--- config.mk ---
export PLATFORM = sky130hd
export DESIGN_NAME = tpu_host_sequencer
export DESIGN_NICKNAME = d
export VERILOG_FILES = /design/src/rtl/tpu_host_sequencer.sv
export SDC_FILE = /design/constraint.sdc
export NUM_CORES = 1
export LEC_CHECK = 0
export CORE_UTILIZATION = 30
export DETAILED_ROUTE_END_ITERATION = 8
export PLACE_DENSITY = 0.67
export SYNTH_ARGS = -nofsm -noshare
export SYNTH_HDL_FRONTEND = slang
export SYNTH_SLANG_ARGS = --single-unit
--- constraint.sdc ---
create_clock -name clk -period 2.85 [get_ports clk]
set_input_delay 0.285 -clock clk [delete_from_list [all_inputs] [get_ports clk]]
set_output_delay 0.285 -clock clk [all_outputs]
set_load 0.05 [all_outputs]
--- src/rtl/tpu_host_sequencer.sv ---
// Avalon-MM master that runs one TPU matrix-multiply job: load weights/inputs, issue timed control writes, read results out.
// Define TPU_SEQ_PERF_EN to add a saturating busy-cycle counter on perf_cycles.
module tpu_host_sequencer #(
  parameter int DATA_WIDTH   = 64,
  parameter int WIDTH_HEIGHT = 16,
  parameter int FILL_CYCLES  = 32,
  parameter int DRAIN_CYCLES = 32,
  parameter int MULT_CYCLES  = 64
) (
  input  logic                    clk,
  input  logic                    reset,
  input  logic                    start,
  output logic                    busy,
  output logic                    done,
  input  logic [DATA_WIDTH-1:0]   in_data,
  input  logic                    in_valid,
  output logic                    in_ready,
  output logic [DATA_WIDTH-1:0]   out_data,
  output logic                    out_valid,
  input  logic                    out_ready,
  output logic [9:0]              m_address,
  output logic                    m_read,
  output logic                    m_write,
  output logic [DATA_WIDTH-1:0]   m_writedata,
  input  logic [DATA_WIDTH-1:0]   m_readdata,
  output logic [DATA_WIDTH/8-1:0] m_byteenable
`ifdef TPU_SEQ_PERF_EN
  ,
  output logic [31:0]             perf_cycles
`endif
);

  typedef enum logic [3:0] {
    IDLE, RST, LOAD_W, FILL, FILL_WAIT, DRAIN, DRAIN_WAIT,
    LOAD_I, MULT, MULT_WAIT, RD_REQ, RD_CAP, OUT, DONE
  } state_t;

  localparam logic [7:0]            LAST_IDX  = 8'(WIDTH_HEIGHT - 1);
  localparam logic [9:0]            ADDR_CTRL = 10'h000;
  localparam logic [1:0]            WIN_DATA  = 2'b01;
  localparam logic [1:0]            WIN_OUT   = 2'b11;
  localparam logic [DATA_WIDTH-1:0] CMD_RESET = DATA_WIDTH'(4'hF);
  localparam logic [DATA_WIDTH-1:0] CMD_FILL  = DATA_WIDTH'(4'h1);
  localparam logic [DATA_WIDTH-1:0] CMD_DRAIN = DATA_WIDTH'(4'h2);
  localparam logic [DATA_WIDTH-1:0] CMD_MULT  = DATA_WIDTH'(4'h3);

  state_t                  state_q, state_d;
  logic [7:0]              idx_q, idx_d;
  logic [15:0]             cnt_q, cnt_d;
  logic                    busy_q, busy_d;
  logic                    done_q, done_d;
  logic [DATA_WIDTH-1:0]   out_data_q, out_data_d;
  logic                    out_valid_q, out_valid_d;
  logic [9:0]              m_address_q, m_address_d;
  logic                    m_read_q, m_read_d;
  logic                    m_write_q, m_write_d;
  logic [DATA_WIDTH-1:0]   m_writedata_q, m_writedata_d;

  logic       in_hs;
  logic       last_idx;
  logic [7:0] idx_inc;

  assign in_ready = (state_q == LOAD_W) || (state_q == LOAD_I);
  assign in_hs    = in_valid && in_ready;
  assign last_idx = (idx_q == LAST_IDX);
  assign idx_inc  = idx_q + 8'd1;

  always_ff @(posedge clk or negedge reset) begin
    if (!reset) state_q <= IDLE;
    else        state_q <= state_d;
  end

  always_comb begin
    state_d = state_q;
    case (state_q)
      IDLE:       if (start) state_d = RST;
      RST:        state_d = LOAD_W;
      LOAD_W:     if (in_hs && last_idx) state_d = FILL;
      FILL:       state_d = FILL_WAIT;
      FILL_WAIT:  if (cnt_q == 16'd0) state_d = DRAIN;
      DRAIN:      state_d = DRAIN_WAIT;
      DRAIN_WAIT: if (cnt_q == 16'd0) state_d = LOAD_I;
      LOAD_I:     if (in_hs && last_idx) state_d = MULT;
      MULT:       state_d = MULT_WAIT;
      MULT_WAIT:  if (cnt_q == 16'd0) state_d = RD_REQ;
      RD_REQ:     state_d = RD_CAP;
      RD_CAP:     state_d = OUT;
      OUT:        if (out_ready) state_d = last_idx ? DONE : RD_REQ;
      DONE:       state_d = IDLE;
      default:    state_d = IDLE;
    endcase
  end

  // Bus strobes are registered, so each one is computed the cycle before it appears.
  always_comb begin
    idx_d         = idx_q;
    cnt_d         = cnt_q;
    busy_d        = busy_q;
    done_d        = 1'b0;
    out_data_d    = out_data_q;
    out_valid_d   = out_valid_q;
    m_address_d   = m_address_q;
    m_read_d      = 1'b0;
    m_write_d     = 1'b0;
    m_writedata_d = m_writedata_q;
    case (state_q)
      IDLE: begin
        if (start) begin
          busy_d        = 1'b1;
          m_write_d     = 1'b1;
          m_address_d   = ADDR_CTRL;
          m_writedata_d = CMD_RESET;
        end
      end
      RST: idx_d = 8'd0;
      LOAD_W, LOAD_I: begin
        if (in_hs) begin
          m_write_d     = 1'b1;
          m_address_d   = {WIN_DATA, idx_q};
          m_writedata_d = in_data;
          idx_d         = last_idx ? 8'd0 : idx_inc;
        end
      end
      FILL: begin
        m_write_d     = 1'b1;
        m_address_d   = ADDR_CTRL;
        m_writedata_d = CMD_FILL;
        cnt_d         = 16'(FILL_CYCLES);
      end
      DRAIN: begin
        m_write_d     = 1'b1;
        m_address_d   = ADDR_CTRL;
        m_writedata_d = CMD_DRAIN;
        cnt_d         = 16'(DRAIN_CYCLES);
      end
      MULT: begin
        m_write_d     = 1'b1;
        m_address_d   = ADDR_CTRL;
        m_writedata_d = CMD_MULT;
        cnt_d         = 16'(MULT_CYCLES);
      end
      FILL_WAIT, DRAIN_WAIT: begin
        if (cnt_q != 16'd0) cnt_d = cnt_q - 16'd1;
      end
      MULT_WAIT: begin
        if (cnt_q != 16'd0) begin
          cnt_d = cnt_q - 16'd1;
        end else begin
          idx_d       = 8'd0;
          m_read_d    = 1'b1;
          m_address_d = {WIN_OUT, 8'd0};
        end
      end
      RD_CAP: begin
        out_data_d  = m_readdata;
        out_valid_d = 1'b1;
      end
      OUT: begin
        if (out_ready) begin
          out_valid_d = 1'b0;
          if (last_idx) begin
            done_d = 1'b1;
            busy_d = 1'b0;
            idx_d  = 8'd0;
          end else begin
            idx_d       = idx_inc;
            m_read_d    = 1'b1;
            m_address_d = {WIN_OUT, idx_inc};
          end
        end
      end
      default: ;
    endcase
  end

  always_ff @(posedge clk or negedge reset) begin
    if (!reset) begin
      idx_q         <= 8'd0;
      cnt_q         <= 16'd0;
      busy_q        <= 1'b0;
      done_q        <= 1'b0;
      out_data_q    <= '0;
      out_valid_q   <= 1'b0;
      m_address_q   <= 10'd0;
      m_read_q      <= 1'b0;
      m_write_q     <= 1'b0;
      m_writedata_q <= '0;
    end else begin
      idx_q         <= idx_d;
      cnt_q         <= cnt_d;
      busy_q        <= busy_d;
      done_q        <= done_d;
      out_data_q    <= out_data_d;
      out_valid_q   <= out_valid_d;
      m_address_q   <= m_address_d;
      m_read_q      <= m_read_d;
      m_write_q     <= m_write_d;
      m_writedata_q <= m_writedata_d;
    end
  end

  assign busy         = busy_q;
  assign done         = done_q;
  assign out_data     = out_data_q;
  assign out_valid    = out_valid_q;
  assign m_address    = m_address_q;
  assign m_read       = m_read_q;
  assign m_write      = m_write_q;
  assign m_writedata  = m_writedata_q;
  assign m_byteenable = '1;

`ifdef TPU_SEQ_PERF_EN
  logic [31:0] perf_q, perf_d;

  always_comb begin
    perf_d = perf_q;
    if (state_q == IDLE && start)               perf_d = 32'd0;
    else if (busy_q && perf_q != 32'hFFFF_FFFF) perf_d = perf_q + 32'd1;
  end

  always_ff @(posedge clk or negedge reset) begin
    if (!reset) perf_q <= 32'd0;
    else        perf_q <= perf_d;
  end

  assign perf_cycles = perf_q;
`endif

endmodule

## After elaboration in Yosys (flattened, before gate mapping)

Index checks and enable logic that the tools add are counted.

| storage, ports and cells | value |
|---|---|
| flip-flop bits (word level) | 171 |
| latch bits | 0 |
| RAM bits | 0 |
| bits in read-only memories | 0 |
| input port bits | 133 |
| logic and storage cells | 102 |
| memories kept | 0 |

| cells by class | value |
|---|---|
| $add $sub $neg | 2 |
| multipliers | 0 |
| div/mod/pow operators | 0 |
| magnitude comparators | 0 |
| equal/unequal tests | 25 |
| shift operators | 0 |
| muxes and demuxes | 41 |
| bitwise gates (word level) | 0 |
| reduce and logical (&&, ||, !) cells | 23 |

Operator list:

| kind | number |
|---|---|
| 64-bit case mux with 5 select lines | 1 |
| 64-bit 2-to-1 mux | 2 |
| 4-bit case mux with 13 select lines | 1 |
| 10-bit 2-to-1 mux | 5 |
| 10-bit case mux with 5 select lines | 1 |
| 16-bit case mux with 3 select lines | 1 |
| 8-bit 2-to-1 mux | 4 |
| 8-bit case mux with 4 select lines | 1 |
| 4-bit 2-to-1 mux | 7 |
| 4-bit equality test, second input constant | 5 |
| 2-bit inequality test, second input constant | 9 |
| 4-bit by 3-bit equality test with 1-bit output, second input constant | 4 |
| 16-bit zero test | 1 |
| 16-bit 2-to-1 mux | 1 |
| 16-bit nonzero test | 1 |
| 16-bit by 1-bit subtractor with 16-bit output, second input constant | 1 |
| 1-bit 2-to-1 mux | 12 |
| 5-bit nonzero test | 2 |
| 8-bit by 1-bit adder with 8-bit output, second input constant | 1 |
| 4-bit by 2-bit equality test with 1-bit output, second input constant | 2 |
| 8-bit by 4-bit equality test with 1-bit output, second input constant | 1 |
| 4-bit AND reduction | 2 |
| 7-bit AND reduction | 1 |
| 2-bit by 1-bit inequality test with 1-bit output, second input constant | 3 |
| other kinds (15) | 22 |

## Longest topological paths before layout

| depth | value |
|---|---|
| depth in word-level cells | 6 |
| depth in mapped cells | 9 |
| mapped depth without buffers | 7 |

## Worst setup path after synthesis

Ideal clock, no wire load.

| timing | value |
|---|---|
| path type | register to register |
| from | reg cnt_q[0] |
| to | reg idx_q[3] |
| library setup time | 0.095 ns |
| arrival time | 2.218 ns |
| required time | 2.755 ns |
| slack | 0.536 ns |
| cell stages (with the launch flop) | 10 |
| buffers on the path | 2 |
| path through | dfrtp_1 -> inv_1 -> ha_1 -> or2b_1 -> nand4bb_4 -> buf_6 -> o21a_4 -> buf_6 -> or4_4 -> o31ai_1 |

| on the way | value |
|---|---|
| cells in the longest elaborated chain, start to end | 3 |

Ends and longest elaborated chain:

| item | RTL line | source |
|---|---|---|
| start: declaration | 49 | `logic [15:0] cnt_q, cnt_d;` |
| start signal: assignment | 190 | `cnt_q <= cnt_d;` |
| 16-bit nonzero test | 146 | `if (cnt_q != 16'd0) begin` |
| 2-bit inequality test (no line) | - |  |
| 4-bit AND reduction (no line) | - |  |
| end signal: assignment | 189 | `idx_q <= idx_d;` |
| end: declaration | 48 | `logic [7:0] idx_q, idx_d;` |

No other way between the ends.
A chain may end at the register's enable or synchronous reset.

## Worst setup path after layout

| timing | value |
|---|---|
| from | reg cnt_q[0] |
| to | reg m_address_q[4] (netlist: m_address[4]) |

| on the way | value |
|---|---|
| cells in the longest elaborated chain, start to end | 3 |

Ends and longest elaborated chain:

| item | RTL line | source |
|---|---|---|
| 16-bit nonzero test | 146 |  |
| 2-bit inequality test (no line) | - |  |
| 6-bit AND reduction (no line) | - |  |
| end signal: assignment | 195 | `m_address_q <= m_address_d;` |
| end: declaration | 54 | `logic [9:0] m_address_q, m_address_d;` |

No other way between the ends.

==> impl_metrics.toml <==
[floorplanning]
io_pins = 285
coreArea_mm2 = 0.02368
dieArea_mm2 = 0.02502
initial_core_util = 0.3090
die_w_um = 158.2
rows = 56
die-height_um = 158.2

[cts]
root_buffer = "clkbuf_16"
cts_hold_buf = 1
cts_resized = 0
clockBufferDepth = 2
numCtsBuffers = 17
cts.sinks = 171
cts_tree = "yes"
htreeDepth = 4
clk_pin_slew_ns = 0.08
cts_post_setup_buffers_inserted = 0
clk_latency_ns = 0.43

[final_layout]
ff_latch_area_mm2 = 0.004279
diodes = 0
multi_input_area_mm2 = 0.002793
final_nets = 991
n_fill_cell = 2196
final_cells = 1188
final_util = 0.4693
design_area_mm2 = 0.01111
areaGrowthSynthToFinish_pct = 51.87
drive_gt1_frac = 0.1669

[logic_synthesis]
seq_area_frac_synth = 0.5847
synth_top_family_by_area = "compound AO/OA/AOI/OAI gates"
synth_most_common_cell = "dfrtp_1"
netlist.area_leader.share = 0.5847
synthMuxAreaShare = 0.1219
avgSynthCellArea_um2 = 12.60
netlist_instances = 581
synth_seq_cells = 171
synth_cell_type_count = 61
synth_area_mm2 = 0.007318
synth_ff_type = "dfrtp_1"
synth_top_area_cell = "dfrtp_1"
synth_enable_flop_cells = 0
synthSimpleGateAreaFrac = 0.08908
synthTopCellsByArea = "dfrtp_1, mux2_2, a22o_1"
synth-async-reset-ratio = 1.000
synth-xor-area-share = 0.01197
synth_fa_ha_area_frac = 0.003419
synth_compound_area_frac = 0.1505
synth_common_cells = "dfrtp_1, mux2_2, a22o_1, clkbuf_1, nor2_1"
yosys_warnings = 0

[setup_path]
r2r_slack_ns = 0.37
cp_data_arrival_time_ns = 2.79
cp_max_fo = 11
path_delay_family = "simple AND/OR/NAND/NOR gates"
max_stage_delay_ns = 0.46
crit_required_ns = 3.16
cp_num_buf_inv = 1
startpoint_type = "flip-flop"
slowest_stage = "nor3_4"
worstSetupPathType = "reg -> reg"
crit_path_end_kind = "flip-flop"
cp_cell_sequence = "inv_1 -> ha_1 -> or2b_1 -> nand4bb_4 -> o21a_4 -> nor3_4 -> mux2_2"

[status]
status = "finished clean"

[flow_run]
max_cap_violations = 0

[power_and_ir_drop]
combPwrFrac = 0.107
vdd_drop_max_mv = 0.3069
sw_frac_of_total = 0.2691
power.density_mw_per_mm2 = 485.4
power.internal_uw = 3943
seq_power_share = 0.462
switchingPower_uw = 1452
power.leakage_uw = 0.004742
power_frac_clock = 0.431

[routing]
drc_errors = 0
antenna_left = 0
routed-via-count = 5697
wire_per_inst_um = 17.05
drt-pass1-iter-count = 6
drt-met1-wl_mm = 8.567
dr_wl_met2_mm = 10.28
dr_wl_met3_mm = 1.176
wirelength_mm = 20.26
drt_iter0_drc = 290
maxUsedRoutingLayer = "met4"
viasPerCell = 4.795

[placed_design]
numPortBuffers = 276
hpwl_mm = 14.72
place_inst = 1155
postPlaceCellArea_mm2 = 0.01051
gp_congestion = 0.8517

[hold_path]
hold_class = "in -> async"

[global_routing]
grt_pass1_wl_mm = 31.55
grt.total_usage = 0.1646
antenna_found_initial = 0
grt_pass1_vias = 5639
grt-ovfl-total = 0
grt_max_degree = 68

[sta]
min_period_ns = 2.480
worst_slew_pin_slew_ns = 0.7303
slew_violations = 0
fin_setup_tns_ns = 0
setup_viol = 0
finClkSkew_ns = 0.01415
finalHoldViolCount = 0
max_freq_ghz = 0.4033
relSlewSlack = 0.5065
period_share = 0.8701
rsz0062_at_grt = "no"
[cell type report]
class,count,area share
Tap cell,319,0.03591
Timing Repair Buffer,297,0.2707
Clock inverter,13,0.01385
Multi-Input combinational cell,359,0.2513
Sequential cell,171,0.3850
Inverter,10,0.003377
Clock buffer,19,0.03985
[worst reg2reg max path, delay by kind of cell, from the launching register on]
kind                     cells  cell delay (ns)
flip-flops                   1             0.40
AO/OA/AOI/OAI                1             0.30
AND/OR/NAND/NOR              3             1.04
adder cells (fa/ha/maj)      1             0.17
buffers and inverters        1             0.06
multiplexers                 1             0.40
[cell families (layout without fill, tap and decap cells)]
group / Yosys count / in the layout
other cells: 1 / 8
mux: 80 / 80
compound gates: 145 / 145
fa+ha+maj: 2 / 2
xor+xnor: 10 / 10
flops: 171 / 171
simple gates: 114 / 114
buf+inv: 58 / 339
[cells in the final DEF (no fill, tap or decap), types with 7 or more instances in the layout]
master	Yosys	final
a22o_1	61	61
mux2_2	73	73
nand2b_1	7	7
conb_1	1	8
a21oi_1	8	8
nand2_1	23	22
dfrtp_1	171	171
nor3_1	7	7
buf_4	9	14
nor2_1	32	32
o31ai_1	7	7
mux2i_1	7	7
o21ai_0	29	29
buf_12	0	7
clkdlybuf4s50_1	0	274
a31oi_1	9	9
inv_1	10	10
clkbuf_16	0	17
[per-layer routing]
metal / global-route usage / up-vias
met2: 0.2684 / 172
met3: 0.04927 / 20
met4: 0.04716 / 0
li1: - / 2665
met1: 0.2099 / 2840
met5: 0 / -
[flip-flops by register name, indices dropped and copies added (netlist names)]
| signal | count |
|---|---|
| out_data | 64 |
| m_read | 1 |
| m_address | 10 |
| state_q | 4 |
| m_writedata | 64 |
| out_valid | 1 |
| idx_q | 8 |
| cnt_q | 16 |
| busy | 1 |
| done | 1 |
| m_write | 1 |
[worst paths after layout]
check / from / endpoint / cells past startpoint
max: cnt_q[0]$_DFFE_PN0P_ / m_address[4]$_DFFE_PN0P_ / 7
min: reset / out_data[33]$_DFFE_PN0P_ / 2
max reg2reg: cnt_q[0]$_DFFE_PN0P_ / m_address[4]$_DFFE_PN0P_ / 7
min reg2reg: m_writedata[2]$_DFFE_PN0P_ / m_writedata[2]$_DFFE_PN0P_ / 2
max in group asynchronous: reset / m_address[8]$_DFFE_PN0P_ / 3
min in group clk: in_data[44] / m_writedata[44]$_DFFE_PN0P_ / 2
[metrics by stage]
stage / power [µW] / hold slack, ns / worst slack (ns)
detailed placement: 3122 / 0.3421 / 0.3506
floorplan: 2778 / -0.01059 / 0.5361
finish: 5395 / 0.3965 / 0.3702
global placement: 3117 / 0.3454 / 0.4075
CTS: 5466 / 0.4210 / 0.3427
global route: 5600 / 0.4256 / 0.06693
[power by group through the flow]
stage / registers (µW) / clock network (µW) / logic [µW]
final: 2490 / 2330 / 575
after CTS: 2490 / 2390 / 584
after global placement: 2540 / 0 / 579
after global routing: 2500 / 2490 / 609
after floorplan: 2710 / 0 / 72.2
after detailed placement: 2540 / 0 / 582
Power figures use the tool's default switching activity.
